**config.mk**
```make
export PLATFORM = sky130hd
export DESIGN_NAME = mem_arbiter_flat
export DESIGN_NICKNAME = d
export VERILOG_FILES = /design/src/rtl/mem_arbiter_pkg.sv /design/src/rtl/mem_arbiter_if.sv /design/src/rtl/mem_arbiter_byte_seq.sv /design/src/rtl/mem_arbiter.sv /design/src/flat_wrapper.sv
export SDC_FILE = /design/constraint.sdc
export NUM_CORES = 1
export LEC_CHECK = 0
export CAP_MARGIN = 20
export CORE_ASPECT_RATIO = 0.75
export CORE_UTILIZATION = 38
export DETAILED_ROUTE_END_ITERATION = 7
export GPL_ROUTABILITY_DRIVEN = 1
export GPL_TIMING_DRIVEN = 0
export SYNTH_ARGS = -nofsm -noshare
export SYNTH_HDL_FRONTEND = slang
export SYNTH_HIERARCHICAL = 1
export SYNTH_SLANG_ARGS = --single-unit
```
**constraint.sdc**
```tcl
create_clock -name clk -period 5.59 [get_ports clk]
set_input_delay 1.118 -clock clk [delete_from_list [all_inputs] [get_ports clk]]
set_output_delay 1.118 -clock clk [all_outputs]
set_load 0.05 [all_outputs]
```
**src/rtl/mem_arbiter_pkg.sv**
```systemverilog
`default_nettype none
// ============================================================================
// Module   : mem_arbiter_pkg
// Brief    : Shared types and constants for the byte-wide memory arbiter.
// Revision : 1.0
// ============================================================================
package mem_arbiter_pkg;

    localparam int c_addr_w         = 32;
    localparam int c_word_w         = 32;
    localparam int c_line_bytes_def = 16;

    // Address window [17:16] == 2'b11 maps onto the UART.
    localparam int         c_io_hi  = 17;
    localparam int         c_io_lo  = 16;
    localparam logic [1:0] c_io_sel = 2'b11;

    typedef logic [8*c_line_bytes_def-1:0] line_t;

    typedef enum logic [1:0] {
        S_IDLE  = 2'd0,
        S_FETCH = 2'd1,
        S_LOAD  = 2'd2,
        S_STORE = 2'd3
    } state_t;

endpackage
`default_nettype wire

```
**src/rtl/mem_arbiter_if.sv**
```systemverilog
`default_nettype none
// ============================================================================
// Module   : mem_arbiter_if
// Brief    : Requester channels, control and byte-wide RAM bus of the arbiter.
// Revision : 1.0
// ============================================================================
interface mem_arbiter_if
    import mem_arbiter_pkg::*;
#(
    parameter int LINE_BYTES = c_line_bytes_def
);
    logic                      rdy;
    logic                      rb;
    logic                      fc_valid;
    logic [c_addr_w-1:0]       fc_addr;
    logic                      fc_done;
    logic [8*LINE_BYTES-1:0]   fc_line;
    logic                      ld_valid;
    logic [c_addr_w-1:0]       ld_addr;
    logic [2:0]                ld_len;
    logic                      ld_done;
    logic [c_word_w-1:0]       ld_data;
    logic                      st_valid;
    logic [c_addr_w-1:0]       st_addr;
    logic [c_word_w-1:0]       st_data;
    logic [2:0]                st_len;
    logic                      st_done;
    logic                      io_buffer_full;
    logic                      ram_wr;
    logic [c_addr_w-1:0]       ram_addr;
    logic [7:0]                ram_dout;
    logic [7:0]                ram_din;

    modport slave (
        input  rdy, rb, fc_valid, fc_addr, ld_valid, ld_addr, ld_len,
               st_valid, st_addr, st_data, st_len, io_buffer_full, ram_din,
        output fc_done, fc_line, ld_done, ld_data, st_done,
               ram_wr, ram_addr, ram_dout
    );

    modport master (
        output rdy, rb, fc_valid, fc_addr, ld_valid, ld_addr, ld_len,
               st_valid, st_addr, st_data, st_len, io_buffer_full, ram_din,
        input  fc_done, fc_line, ld_done, ld_data, st_done,
               ram_wr, ram_addr, ram_dout
    );

endinterface
`default_nettype wire

```
**src/rtl/mem_arbiter_byte_seq.sv**
```systemverilog
`default_nettype none
// ============================================================================
// Module   : mem_byte_seq
// Brief    : Byte address/counter engine with write shifter and read capture.
// Revision : 1.0
// ============================================================================
module mem_byte_seq
    import mem_arbiter_pkg::*;
#(
    parameter  int LINE_BYTES = c_line_bytes_def,
    localparam int CW         = $clog2(LINE_BYTES) + 1
) (
    input  wire logic                    clk,
    input  wire logic                    rst,
    input  wire logic                    i_rdy,
    input  wire logic                    i_start,
    input  wire logic [c_addr_w-1:0]     i_addr,
    input  wire logic [CW-1:0]           i_len,
    input  wire logic                    i_wr,
    input  wire logic [c_word_w-1:0]     i_wdata,
    input  wire logic                    i_step,
    input  wire logic                    i_abort,
    input  wire logic [7:0]              i_din,
    output logic [c_addr_w-1:0]          o_ram_addr,
    output logic                         o_ram_wr,
    output logic [7:0]                   o_ram_dout,
    output logic                         o_last,
    output logic [8*LINE_BYTES-1:0]      o_acc
);
    localparam int IW = $clog2(LINE_BYTES);

    logic [CW-1:0]             r_cnt;
    logic [CW-1:0]             r_len;
    logic                      r_wr;
    logic [c_addr_w-1:0]       r_addr;
    logic [7:0]                r_dout;
    logic [23:0]               r_wshift;
    logic [8*LINE_BYTES-1:0]   r_acc;
    logic                      r_rdy_q;
    logic [7:0]                r_din_hold;
    logic [7:0]                w_din;
    logic [IW-1:0]             w_idx;

    // The RAM keeps reading while stalled, so the byte due on the first stall
    // cycle is parked and replayed on the first cycle after rdy returns.
    assign w_din = r_rdy_q ? i_din : r_din_hold;
    assign w_idx = r_cnt[IW-1:0] - 1'b1;

    assign o_ram_addr = r_addr;
    assign o_ram_wr   = r_wr;
    assign o_ram_dout = r_dout;
    assign o_last     = r_wr ? (r_cnt == r_len - 1'b1) : (r_cnt == r_len);

    always_comb begin
        o_acc = r_acc;
        if (r_cnt != '0) begin
            o_acc[{w_idx, 3'b000} +: 8] = w_din;
        end
    end

    always_ff @(posedge clk) begin
        if (rst) begin
            r_cnt      <= '0;
            r_len      <= '0;
            r_wr       <= 1'b0;
            r_addr     <= '0;
            r_dout     <= '0;
            r_wshift   <= '0;
            r_acc      <= '0;
            r_rdy_q    <= 1'b1;
            r_din_hold <= '0;
        end else begin
            r_rdy_q <= i_rdy;
            if (!i_rdy && r_rdy_q) begin
                r_din_hold <= i_din;
            end
            if (i_rdy) begin
                if (i_start) begin
                    r_cnt    <= '0;
                    r_len    <= i_len;
                    r_wr     <= i_wr;
                    r_addr   <= i_addr;
                    r_dout   <= i_wdata[7:0];
                    r_wshift <= i_wdata[31:8];
                    r_acc    <= '0;
                end else if (i_abort || (i_step && o_last)) begin
                    r_cnt  <= '0;
                    r_wr   <= 1'b0;
                    r_addr <= '0;
                    r_dout <= '0;
                end else if (i_step) begin
                    r_cnt <= r_cnt + 1'b1;
                    if (r_wr) begin
                        r_addr   <= r_addr + 32'd1;
                        r_dout   <= r_wshift[7:0];
                        r_wshift <= {8'h00, r_wshift[23:8]};
                    end else begin
                        if (r_cnt + 1'b1 < r_len) begin
                            r_addr <= r_addr + 32'd1;
                        end
                        r_acc <= o_acc;
                    end
                end
            end
        end
    end

endmodule
`default_nettype wire

```
**src/rtl/mem_arbiter.sv**
```systemverilog
`default_nettype none
// ============================================================================
// Module   : mem_arbiter
// Brief    : Fixed-priority (st > ld > fc) arbiter onto a byte-wide RAM port.
// Revision : 1.0
// ============================================================================
module mem_arbiter
    import mem_arbiter_pkg::*;
#(
    parameter int LINE_BYTES = c_line_bytes_def
) (
    input  wire logic      clk,
    input  wire logic      rst,
    mem_arbiter_if.slave   bus
);
    localparam int CW = $clog2(LINE_BYTES) + 1;

    state_t                    r_state;
    state_t                    w_next;
    logic                      r_io;
    logic                      r_fc_done;
    logic                      r_ld_done;
    logic                      r_st_done;
    logic [c_word_w-1:0]       r_ld_data;
    logic [8*LINE_BYTES-1:0]   r_fc_line;

    logic                      w_start;
    logic [c_addr_w-1:0]       w_addr;
    logic [CW-1:0]             w_len;
    logic                      w_wr;
    logic [c_word_w-1:0]       w_wdata;
    logic                      w_step;
    logic                      w_abort;
    logic                      w_done;
    logic                      w_last;
    logic                      w_seq_wr;
    logic                      w_io_block;
    logic                      w_st_req;
    logic                      w_ld_req;
    logic                      w_fc_req;
    logic [8*LINE_BYTES-1:0]   w_acc;

    // A requester still holds valid during its own done cycle; don't regrant it.
    assign w_st_req   = bus.st_valid & ~r_st_done;
    assign w_ld_req   = bus.ld_valid & ~r_ld_done & ~bus.rb;
    assign w_fc_req   = bus.fc_valid & ~r_fc_done & ~bus.rb;
    assign w_io_block = (r_state == S_STORE) & r_io & bus.io_buffer_full;

    always_comb begin
        w_next  = r_state;
        w_start = 1'b0;
        w_addr  = '0;
        w_len   = '0;
        w_wr    = 1'b0;
        w_wdata = '0;
        w_step  = 1'b0;
        w_abort = 1'b0;
        w_done  = 1'b0;
        case (r_state)
            S_IDLE: begin
                if (w_st_req) begin
                    w_next  = S_STORE;
                    w_start = 1'b1;
                    w_addr  = bus.st_addr;
                    w_len   = CW'(bus.st_len);
                    w_wr    = 1'b1;
                    w_wdata = bus.st_data;
                end else if (w_ld_req) begin
                    w_next  = S_LOAD;
                    w_start = 1'b1;
                    w_addr  = bus.ld_addr;
                    w_len   = CW'(bus.ld_len);
                end else if (w_fc_req) begin
                    w_next  = S_FETCH;
                    w_start = 1'b1;
                    w_addr  = bus.fc_addr;
                    w_len   = CW'(LINE_BYTES);
                end
            end
            S_FETCH, S_LOAD: begin
                if (bus.rb) begin
                    w_abort = 1'b1;
                    w_next  = S_IDLE;
                end else begin
                    w_step = 1'b1;
                    if (w_last) begin
                        w_done = 1'b1;
                        w_next = S_IDLE;
                    end
                end
            end
            S_STORE: begin
                // Committed stores ignore rollback; only a full UART stalls them.
                w_step = ~w_io_block;
                if (w_step && w_last) begin
                    w_done = 1'b1;
                    w_next = S_IDLE;
                end
            end
            default: w_next = S_IDLE;
        endcase
    end

    always_ff @(posedge clk) begin
        if (rst) begin
            r_state   <= S_IDLE;
            r_io      <= 1'b0;
            r_fc_done <= 1'b0;
            r_ld_done <= 1'b0;
            r_st_done <= 1'b0;
            r_ld_data <= '0;
            r_fc_line <= '0;
        end else if (bus.rdy) begin
            r_state   <= w_next;
            r_fc_done <= w_done && (r_state == S_FETCH);
            r_ld_done <= w_done && (r_state == S_LOAD);
            r_st_done <= w_done && (r_state == S_STORE);
            if (w_start) begin
                r_io <= (w_next == S_STORE) && (bus.st_addr[c_io_hi:c_io_lo] == c_io_sel);
            end
            if (w_done && (r_state == S_LOAD)) begin
                r_ld_data <= w_acc[c_word_w-1:0];
            end
            if (w_done && (r_state == S_FETCH)) begin
                r_fc_line <= w_acc;
            end
        end
    end

    mem_byte_seq #(
        .LINE_BYTES (LINE_BYTES)
    ) u_seq (
        .clk        (clk),
        .rst        (rst),
        .i_rdy      (bus.rdy),
        .i_start    (w_start),
        .i_addr     (w_addr),
        .i_len      (w_len),
        .i_wr       (w_wr),
        .i_wdata    (w_wdata),
        .i_step     (w_step),
        .i_abort    (w_abort),
        .i_din      (bus.ram_din),
        .o_ram_addr (bus.ram_addr),
        .o_ram_wr   (w_seq_wr),
        .o_ram_dout (bus.ram_dout),
        .o_last     (w_last),
        .o_acc      (w_acc)
    );

    assign bus.ram_wr  = w_seq_wr & ~w_io_block;
    assign bus.fc_done = r_fc_done;
    assign bus.ld_done = r_ld_done;
    assign bus.st_done = r_st_done;
    assign bus.ld_data = r_ld_data;
    assign bus.fc_line = r_fc_line;

endmodule
`default_nettype wire

```
**src/flat_wrapper.sv**
```systemverilog
// flat-port wrapper written by rule: the top's interface ports become plain ports
module mem_arbiter_flat import mem_arbiter_pkg::*;
#(
    parameter int LINE_BYTES = c_line_bytes_def
)
  (clk, rst, bus_rdy, bus_rb, bus_fc_valid, bus_fc_addr, bus_ld_valid, bus_ld_addr, bus_ld_len, bus_st_valid, bus_st_addr, bus_st_data, bus_st_len, bus_io_buffer_full, bus_ram_din, bus_fc_done, bus_fc_line, bus_ld_done, bus_ld_data, bus_st_done, bus_ram_wr, bus_ram_addr, bus_ram_dout);
  mem_arbiter_if #(.LINE_BYTES(LINE_BYTES)) bus_i ();
  input  wire logic clk;
  input  wire logic rst;
  input wire logic [$bits(bus_i.rdy)-1:0] bus_rdy;
  input wire logic [$bits(bus_i.rb)-1:0] bus_rb;
  input wire logic [$bits(bus_i.fc_valid)-1:0] bus_fc_valid;
  input wire logic [$bits(bus_i.fc_addr)-1:0] bus_fc_addr;
  input wire logic [$bits(bus_i.ld_valid)-1:0] bus_ld_valid;
  input wire logic [$bits(bus_i.ld_addr)-1:0] bus_ld_addr;
  input wire logic [$bits(bus_i.ld_len)-1:0] bus_ld_len;
  input wire logic [$bits(bus_i.st_valid)-1:0] bus_st_valid;
  input wire logic [$bits(bus_i.st_addr)-1:0] bus_st_addr;
  input wire logic [$bits(bus_i.st_data)-1:0] bus_st_data;
  input wire logic [$bits(bus_i.st_len)-1:0] bus_st_len;
  input wire logic [$bits(bus_i.io_buffer_full)-1:0] bus_io_buffer_full;
  input wire logic [$bits(bus_i.ram_din)-1:0] bus_ram_din;
  output wire logic [$bits(bus_i.fc_done)-1:0] bus_fc_done;
  output wire logic [$bits(bus_i.fc_line)-1:0] bus_fc_line;
  output wire logic [$bits(bus_i.ld_done)-1:0] bus_ld_done;
  output wire logic [$bits(bus_i.ld_data)-1:0] bus_ld_data;
  output wire logic [$bits(bus_i.st_done)-1:0] bus_st_done;
  output wire logic [$bits(bus_i.ram_wr)-1:0] bus_ram_wr;
  output wire logic [$bits(bus_i.ram_addr)-1:0] bus_ram_addr;
  output wire logic [$bits(bus_i.ram_dout)-1:0] bus_ram_dout;
  assign bus_i.rdy = bus_rdy;
  assign bus_i.rb = bus_rb;
  assign bus_i.fc_valid = bus_fc_valid;
  assign bus_i.fc_addr = bus_fc_addr;
  assign bus_i.ld_valid = bus_ld_valid;
  assign bus_i.ld_addr = bus_ld_addr;
  assign bus_i.ld_len = bus_ld_len;
  assign bus_i.st_valid = bus_st_valid;
  assign bus_i.st_addr = bus_st_addr;
  assign bus_i.st_data = bus_st_data;
  assign bus_i.st_len = bus_st_len;
  assign bus_i.io_buffer_full = bus_io_buffer_full;
  assign bus_i.ram_din = bus_ram_din;
  assign bus_fc_done = bus_i.fc_done;
  assign bus_fc_line = bus_i.fc_line;
  assign bus_ld_done = bus_i.ld_done;
  assign bus_ld_data = bus_i.ld_data;
  assign bus_st_done = bus_i.st_done;
  assign bus_ram_wr = bus_i.ram_wr;
  assign bus_ram_addr = bus_i.ram_addr;
  assign bus_ram_dout = bus_i.ram_dout;
  mem_arbiter #(.LINE_BYTES(LINE_BYTES)) u_core (.clk(clk), .rst(rst), .bus(bus_i));
endmodule
```
After elaboration in Yosys (flattened, before gate mapping) --
Cells that the tools add are included.
Cells by class: shifts and indexed selects 2, $lt $le $gt $ge 1, eq/ne operators 9, bitwise gates (word level) 13, $mul 0, add/sub/neg operators 5, reduce and logical (&&, ||, !) cells 27, mux-type cells 57, div/mod/pow operators 0
Operators with widths (count):
- two-way mux 128 bit | 5
- two-way mux 32 bit | 11
- bitwise mux 128 bit | 1
- variable shift 8 x 9 -> 128 bit, first input constant | 1
- indexed part select 8 x 9 -> 128 bit | 1
- two-way mux 24 bit | 4
- two-way mux 8 bit | 5
- two-way mux 5 bit | 7
- adder 32 x 1 -> 32 bit, second input constant | 1
- two-way mux 1 bit | 15
- two-way mux 2 bit | 6
- equality test 5 bit | 2
- AND reduction 2 bit | 5
- negation 7 -> 9 bit | 1
- bitwise AND 1 bit | 8
- equality test 2 bit, second input constant | 4
- AND reduction 4 bit | 2
- logical AND 1 bit | 7
- one-hot mux 2 bit (3 select lines) | 1
- AND reduction 3 bit | 2
- nonzero test 2 bit | 3
- nonzero test 3 bit | 2
- adder 5 x 1 -> 5 bit, second input constant | 1
- < comparator 5 bit | 1
- 12 further kinds | 18
Storage, ports and cells: word-level logic and storage cells 130, register bits after elaboration 378, output and inout port bits 204, bits in read-only memories 0, latch bits 0, memories kept 0, RAM bits 0

Longest topological paths before layout --
Gate-level depths: netlist of run 1.
word-level depth 9, depth in mapped cells 14, depth with buffers taken out 11

Cells and area by module --
The synthesis of run 1 kept the hierarchy.
Modules (own cells, without submodules):
- mem_byte_seq | times used 1, seq. area each 4244.1 µm², area an instance 10824.1 µm², cells an instance 1222
- mem_arbiter | times used 1, seq. area each 3323.2 µm², area an instance 6967.9 µm², cells an instance 920

Worst setup path before layout of run 1 --
Ideal clock, no wire load.
kind input to register, from input bus_st_valid, to register u_core.u_seq.r_acc[122], path buffers 4, required time 5519 ps, slack 1810 ps, data arrival time 3709 ps, cell stages on the path 12, library setup time 71 ps, cell sequence nor2b_1 -> clkbuf_1 -> or2_2 -> o21a_1 -> clkbuf_1 -> or2_2 -> clkbuf_1 -> nor4_1 -> o21ai_1 -> clkbuf_1 -> o21ai_1 -> o2bb2ai_1
Between the ends: cells in the longest elaborated chain, start to end 5
Ends and longest elaborated chain:
- start: declaration | RTL line flat_wrapper.sv:17 | input wire logic [$bits(bus_i.st_valid)-1:0] bus_st_valid;
- bitwise AND 1 bit (*) | RTL line mem_arbiter.sv:44 | assign w_st_req = bus.st_valid & ~r_st_done;
- two-way mux 1 bit (*) | RTL line mem_arbiter.sv:61 | if (w_st_req) begin
- two-way mux 1 bit (*) | RTL line mem_arbiter.sv:59 | case (r_state)
- named net u_core.w_start | RTL line mem_arbiter.sv:27 | logic w_start;
- != test 2 bit (no line) or nonzero test 2 bit (tied branches)
- AND reduction 4 bit (no line)
- end signal: assignment | RTL line mem_arbiter_byte_seq.sv:69 | r_acc <= '0;
- end signal: assignment | RTL line mem_arbiter_byte_seq.sv:85 | r_acc <= '0;
- end signal: assignment | RTL line mem_arbiter_byte_seq.sv:101 | r_acc <= o_acc;
- end: declaration | RTL line mem_arbiter_byte_seq.sv:38 | logic [8*LINE_BYTES-1:0] r_acc;
Mark *: on every way through the listed nets, which the timed path passes. The rest lies on a longest branch. A chain may end at the register's enable or synchronous reset.

Worst setup path after layout of run 1 --
from register u_core.r_state[0], to register u_core.u_seq.r_addr[18] (netlist: u_core/u_seq/o_ram_addr[18])
RTL lines:
- start: declaration | RTL line mem_arbiter.sv:18 | state_t r_state;
- start signal: assignment | RTL line mem_arbiter.sv:114 | r_state <= w_next;
- logical NOT 2 bit (*) | RTL line mem_arbiter.sv:59
- two-way mux 1 bit (*) | RTL line mem_arbiter.sv:59
- named net u_core.w_start | RTL line mem_arbiter.sv:27
- nonzero test 4 bit (no line) or nonzero test 3 bit (tied branches)
- AND reduction 3 bit (no line)
- end signal: assignment | RTL line mem_arbiter_byte_seq.sv:82 | r_addr <= i_addr;
- end signal: assignment | RTL line mem_arbiter_byte_seq.sv:94 | r_addr <= r_addr + 32'd1;
- end signal: assignment | RTL line mem_arbiter_byte_seq.sv:99 | r_addr <= r_addr + 32'd1;
- end: declaration | RTL line mem_arbiter_byte_seq.sv:35 | logic [c_addr_w-1:0] r_addr;
Marked as above.

==> impl_metrics.yaml, run 1 <==
run_status:
  outcome: "finished clean"
setup_path:
  cp.arrival_ns: 5.46
  worstPathMaxFanout: 10
  reg2reg_slack_ns: 0.56
  cp-end-kind: "flop"
  start_kind: "flop"
  worstPathRequired_ns: 6.03
  crit_type: "flop to flop"
synth:
  synth_edf_count: 0
  synth_simple_gate_area_share_pct: 19.8
  synth_cells: 2142
  yosys.area_share.adder_pct: 1.13
  synth_cell_type_count: 82
  synth_top_family_by_area: "compound AO/OA/AOI/OAI gates"
  synth_compound_area_share_pct: 27.8
  ys.flop_type: "dfxtp_1"
  synth-seq-cells: 378
  async_flop_share_pct: 0
  synth_fp_nets: 2308
  yosys-mux-area-fraction_pct: 2.31
  yosysWarnings: 6
  yosys.area.top_type: "dfxtp_1"
  synthXorXnorAreaFrac_pct: 0.837
  synth.area.top_cells: "dfxtp_1 43%, nand2_1 9.8%, a21oi_1 5.6%"
  synth_area_per_cell_sq_um: 8.31
  ys_seq_area_share_pct: 42.5
  synth_top_area_share_pct: 42.5
  syn_area_sq_mm: 0.0178
pwr:
  p_sw_uw: 1900
  p_per_area_mw_per_mm2: 282
  power.share.switching_pct: 28.6
  power.share.clock_pct: 42.6
  peakVddDrop_mv: 0.231
  combPwrFrac_pct: 15.4
  p_leak_uw: 0.00788
  p_int_uw: 4740
  seqPwrFrac_pct: 42.0
cts:
  clk_latency_ns: 0.56
  cts_resized: 0
  cts-root-buf: "clkbuf_16"
  numCtsBuffers: 41
  cts-htree-levels: 2
  clockBufferDepth: 3
  clk_pin_slew_ns: 0.06
  cts_tree: "done"
  cts_hold_buf: 0
  post_cts_buffers: 0
  clkSinkCount: 378
timing:
  min_period_ns: 5.03
  worstMarginPinSlew_ns: 1.20
  setup_viol: 0
  hold_viol_final: 0
  setup_tns_ns: 0
  max_slew_margin_pct: 17.6
  period_share_pct: 89.9
  fin_ws_ns: 0.563
  rsz0062_at_grt: "no"
  fin_worst_skew_ns: 0.0197
  max_freq_mhz: 199
  final_max_slew_viol_count: 0
layout:
  drive_above_1_share_pct: 6.92
  ff_latch_area_sq_mm: 0.00757
  layout_commonest_cell: "nand2_1"
  nFillCells: 4497
  multiInputGateArea_sq_mm: 0.00922
  final_cell_mix: "464 x nand2_1, 378 x dfxtp_1, 352 x clkdlybuf4s50_1"
  area_growth_pct: 32.1
  n_antenna_cell: 0
  nets: 2707
run:
  max_cap_violations: 0
global_route:
  gr-total-overflow: 0
  grt.total_usage_pct: 29.7
  grt_max_degree: 14
  grt_pass1_wl_um: 108000
  antenna_found_initial: 0
  first_global_vias: 17500
floorplanning:
  die_w_um: 252
  rows: 68
  die-area_sq_mm: 0.0477
  ioPinCount: 354
  start_util_pct: 38.6
  coreArea_sq_mm: 0.0461
  die_h_um: 189
place:
  hpwl_um: 55400
  finalWeightedCongestion: 1.00
  place_ws_ns: 0.459
  io_buffer_count: 352
route:
  wire_per_inst_um: 22.9
  dr.pass1.iters: 5
  vias: 18500
  drtIter0Drc: 1699
  wl_um: 73200
  final_antenna_net_count: 0
  drc: 0
  viasPerCell: 5.79
hold_path:
  hold_path.class: "flop to flop"
[power groups by stage]
stage	logic [uW]	registers, uW	clock network [uW]
6_report	1020	2790	2830
5_1_grt	1060	2790	3000
4_1_cts	984	2790	2880
3_5_place_dp	980	2850	0
3_3_place_gp	977	2850	0
2_1_floorplan	483	2910	0
[state kept, by name, summed over array words and instances, names as in the netlist, 2 cells and up]
signal,cells
u_core/u_seq/r_acc,128
u_core/r_state,2
u_core/u_seq/o_ram_dout,8
u_core/u_seq/r_len,5
u_core/u_seq/r_cnt,5
u_core/u_seq/r_din_hold,8
u_core/bus.ld_data,32
u_core/bus.fc_line,128
u_core/u_seq/o_ram_addr,32
u_core/u_seq/r_wshift,24
[metal layers]
layer	track usage [%]	routed length [um]	vias to the layer above
li1	-	-	8551
met1	44.8	35100	9012
met2	42.0	29800	857
met3	7.38	6820	104
met4	6.64	1430	0
met5	0	0	-
[worst paths after layout]
| check | to | cells past startpoint | start |
|---|---|---|---|
| min reg2reg | u_core/bus.fc_line[22]$_SDFFE_PP0P_ | 2 | u_core/bus.fc_line[22]$_SDFFE_PP0P_ |
| max reg2reg | u_core/u_seq/o_ram_addr[18]$_SDFFE_PP0P_ | 13 | u_core/r_state[0]$_SDFFE_PP0P_ |
| min | u_core/bus.fc_line[22]$_SDFFE_PP0P_ | 2 | u_core/bus.fc_line[22]$_SDFFE_PP0P_ |
| max | u_core/u_seq/o_ram_addr[18]$_SDFFE_PP0P_ | 13 | u_core/r_state[0]$_SDFFE_PP0P_ |
[Yosys cell counts (7+ instances only)]
master,instances
o32ai_1,12
nand2_1,464
o21ai_1,22
o211ai_1,12
nor2_1,128
clkbuf_1,105
buf_6,19
mux2i_1,32
mux2_2,8
a32oi_1,8
a22o_1,89
a221oi_1,33
and3_1,39
nand3_1,28
a21oi_1,198
nor3_1,50
xnor2_1,10
dfxtp_1,378
or3_1,10
nor4_1,11
a211o_1,11
nand4_1,10
xor2_1,7
o21ai_0,52
nand2b_1,7
inv_1,34
a22oi_1,22
a211oi_1,33
buf_2,45
o2bb2ai_1,101
and2_1,9
o22ai_1,11
a31oi_1,12
ha_1,16
[through the flow]
stage	cell area, sq um	total power (uW)	hold WS [ns]	util [%]	instances
final	23500	6640	0.455	51.0	3202
after global routing	23500	6860	0.469	51.0	3202
after CTS	23500	6650	0.456	50.9	3198
after detailed placement	22100	3830	0.446	47.9	3124
after global placement	22100	3820	0.444	47.9	3124
after floorplan	17800	3390	0.432	-	2142
[worst max-delay path, cell delays in order (launching register included)]
cell      delay [ns]
dfxtp_1         0.36
inv_1           0.10
ha_1            0.14
clkbuf_1        0.41
clkbuf_1        0.44
clkbuf_1        0.35
o21a_1          0.20
clkbuf_1        0.33
or2_2           0.18
clkbuf_1        0.37
o21a_1          0.41
clkbuf_1        0.60
nand3_1         0.64
o32ai_1         0.36
[logic make-up (layout without fill, tap and decap cells)]
kind of cell | Yosys count | count (layout)
compound gates | 683 | 683
xor+xnor | 17 | 17
fa+ha+maj | 16 | 16
buf+inv | 211 | 641
flops | 378 | 378
mux | 40 | 40
other cells | 1 | 1
simple gates | 796 | 796
[layout make-up]
type                            count  share of cell area (%)
Buffer                            176                    3.72
Timing Repair Buffer              356                    15.1
Inverter                           35                   0.559
Clock buffer                       60                    4.92
Clock inverter                     14                   0.937
Tap cell                          630                    3.35
Sequential cell                   378                    32.2
Multi-Input combinational cell   1553                    39.2
No activity file was read; power rests on OpenSTA's default activity.
==> inputs of run 2 (changes only) <==
--- a/config.mk
+++ b/config.mk
@@ -11,7 +11,7 @@
 export DETAILED_ROUTE_END_ITERATION = 7
 export GPL_ROUTABILITY_DRIVEN = 1
 export GPL_TIMING_DRIVEN = 0
+export SLEW_MARGIN = 20
 export SYNTH_ARGS = -nofsm -noshare
 export SYNTH_HDL_FRONTEND = slang
-export SYNTH_HIERARCHICAL = 1
 export SYNTH_SLANG_ARGS = --single-unit
==> run 2 against run 1 <==
  * The run now ends with design-rule violations left
  * Register-to-register slack gained 0.63 ns
  * Cell area shrank 3.0%
  * Synthesized cell count shrank 11%
  * Via count shrank 9.1%
  * Die area shrank 3.5%
  * Area after synthesis shrank 3.5%
  * Largest cell class unchanged
==> impl_metrics.yaml, run 2 <==
floorplanning:
  die_w_um: 247
  coreArea_sq_mm: 0.0446
  die_h_um: 186
  die-area_sq_mm: 0.0460
  rows: 67
  start_util_pct: 38.5
  ioPinCount: 354
layout:
  layout_commonest_cell: "dfxtp_1"
  nFillCells: 4204
  ff_latch_area_sq_mm: 0.00755
  final_cell_mix: "377 x dfxtp_1, 352 x clkdlybuf4s50_1, 290 x nor2_1"
  drive_above_1_share_pct: 6.38
  nets: 2473
  area_growth_pct: 32.8
  multiInputGateArea_sq_mm: 0.00882
  fin_util_pct: 51.1
setup_path:
  start_kind: "primary input"
  worstPathRequired_ns: 6.07
  cp_slowest_cell: "clkbuf_1"
  crit_type: "primary input to flop"
  rr_startpoint: "u_core.r_state[1]$_SDFFE_PP0P_"
  startpoint: "bus_rb"
  cp-end-kind: "flop"
  reg2reg_slack_ns: 1.19
  cp.arrival_ns: 5.32
  slowest_delay_ns: 0.80
  crit_buf_inv: 3
  worstPathMaxFanout: 10
  path_delay_family: "buffers and inverters"
  path_cells: "clkdlybuf4s50_1 -> nand2b_1 -> a21oi_1 -> nand3_1 -> nor3_1 -> clkbuf_1 -> clkbuf_1 -> o221ai_1 -> a21oi_1"
timing:
  setup_tns_ns: 0
  min_period_ns: 4.85
  rsz0062_at_grt: "no"
  fin_ws_ns: 0.743
  hold_viol_final: 0
  period_share_pct: 86.7
  fin_worst_skew_ns: 0.0185
  final_max_slew_viol_count: 0
  setup_viol: 0
  max_freq_mhz: 206
  max_slew_margin_pct: 22.3
  worstMarginPinSlew_ns: 1.13
pwr:
  peakVddDrop_mv: 0.219
  p_per_area_mw_per_mm2: 298
  total_power_uw: 6790
  p_leak_uw: 0.00778
global_route:
  gr-total-overflow: 0
  first_global_vias: 15900
  grt_pass1_wl_um: 98800
  antenna_found_initial: 1
  grt_max_degree: 15
  grt.total_usage_pct: 28.5
cts:
  cts-htree-levels: 2
  numCtsBuffers: 39
  clkSinkCount: 377
  cts_hold_buf: 0
  cts_tree: "done"
  cts_resized: 0
  clk_latency_ns: 0.56
  clockBufferDepth: 3
  cts-root-buf: "clkbuf_16"
  post_cts_buffers: 0
  clk_pin_slew_ns: 0.06
route:
  wire_per_inst_um: 22.9
  dr.pass1.iters: 8
  drc: 22
  drtIter0Drc: 1552
  vias: 16800
  final_antenna_net_count: 0
  viasPerCell: 5.76
  wl_um: 66800
synth:
  syn_area_sq_mm: 0.0172
  synth_top_area_share_pct: 44.0
  synthMostInstantiatedCell: "dfxtp_1"
  yosysWarnings: 0
  synth_cell_type_count: 71
  yosys-top-cells-count: "377 x dfxtp_1, 290 x nor2_1, 150 x clkbuf_1, 101 x nand2_1, 96 x mux2i_1"
  synth-seq-cells: 377
  synth_fp_nets: 2080
  yosys.area.top_type: "dfxtp_1"
  synth.area.top_cells: "dfxtp_1 44%, nor2_1 6.3%, mux2i_1 5.6%"
  ys_seq_area_share_pct: 44.0
  async_flop_share_pct: 0
  ys.flop_type: "dfxtp_1"
  synth_cells: 1914
  synth_edf_count: 0
  synth_area_per_cell_sq_um: 8.97
place:
  finalWeightedCongestion: 0.961
  hpwl_um: 50600
  place_ws_ns: 0.355
  io_buffer_count: 352
run_status:
  violations: "design-rule violations"
  outcome: "complete, but fails checks"
hold_path:
  hold_path.class: "flop to flop"
  hp-start: "u_core.bus.fc_line[36]$_SDFFE_PP0P_"
run:
  max_cap_violations: 0
==> run 2: cell types whose count changed after synthesis, moves of 34 or more <==
cell      change
a21oi_1     -119
buf_2        -34
a22o_1       -65
clkbuf_1     +45
nor3_1       +45
a211oi_1     +35
nor2_1      +162
mux2i_1      +64
nand2_1     -363
==> run 2: final timing paths <==
kind | endpoint | cells after the start
hold reg to reg | u_core.bus.fc_line[36]$_SDFFE_PP0P_ | 2
hold / removal | u_core.bus.fc_line[36]$_SDFFE_PP0P_ | 2
setup reg to reg | u_core.bus.fc_line[102]$_SDFFE_PP0P_ | 10
setup / recovery | u_core.bus.fc_line[102]$_SDFFE_PP0P_ | 9
==> run 2: metrics by stage <==
stage / instances / cell area [sq um] / hold slack, ns
6_report: 2924 / 22800 / 0.449
5_1_grt: 2922 / 22800 / 0.468
4_1_cts: 2922 / 22800 / 0.454
3_5_place_dp: 2852 / 21400 / 0.445
3_3_place_gp: 2852 / 21400 / 0.442
2_1_floorplan: 1914 / 17200 / 0.432
==> run 2: routing by layer <==
metal | track usage (%) | wire (um) | vias up
met5 | 0 | 0 | -
met4 | 6.40 | 1110 | 0
met3 | 7.06 | 5800 | 78
met2 | 41.1 | 28000 | 652
met1 | 42.0 | 32000 | 8209
li1 | - | - | 7893
==> run 2: area by class of cell <==
class                      instances  area share (%)
inverter                          39           0.642
clock inverter                    18            1.13
clock buffer                      52            4.85
timing repair buffer             352            15.4
multi-input combinational       1326            38.7
buffer                           172            2.94
sequential                       377            33.1
antenna                            2          0.0219
tap                              586            3.22
==> run 2: kinds of logic (layout without fill, tap and decap cells) <==
| logic type | count (synthesis) | after routing | share of synthesized area [%] |
|---|---|---|---|
| AND/OR/NAND/NOR | 633 | 633 | 16.6 |
| AO/OA/AOI/OAI | 533 | 533 | 24.8 |
| flip-flops | 377 | 377 | 44.0 |
| buffers and inverters | 211 | 633 | 4.76 |
| multiplexers | 128 | 128 | 7.70 |
| adder cells (fa/ha/maj) | 16 | 16 | 1.17 |
| XOR/XNOR | 16 | 16 | 0.984 |
| other | 0 | 2 | 0 |
==> run 2: worst reg2reg max path: cells and delay by family (launching register included) <==
kind | cells | cell delay [ns]
AO/OA/AOI/OAI | 3 | 1.08
buffers and inverters | 3 | 1.60
adder cells (fa/ha/maj) | 1 | 0.32
AND/OR/NAND/NOR | 3 | 0.94
flip-flops | 1 | 0.39
==> run 2: power by group <==
| group | internal, uW | total [uW] | leakage (uW) | switching, uW |
|---|---|---|---|---|
| Combinational | 377 | 1170 | 0.00406 | 788 |
| Sequential | 2750 | 2820 | 0.00305 | 64.9 |
| Clock | 1670 | 2810 | 0.000675 | 1140 |
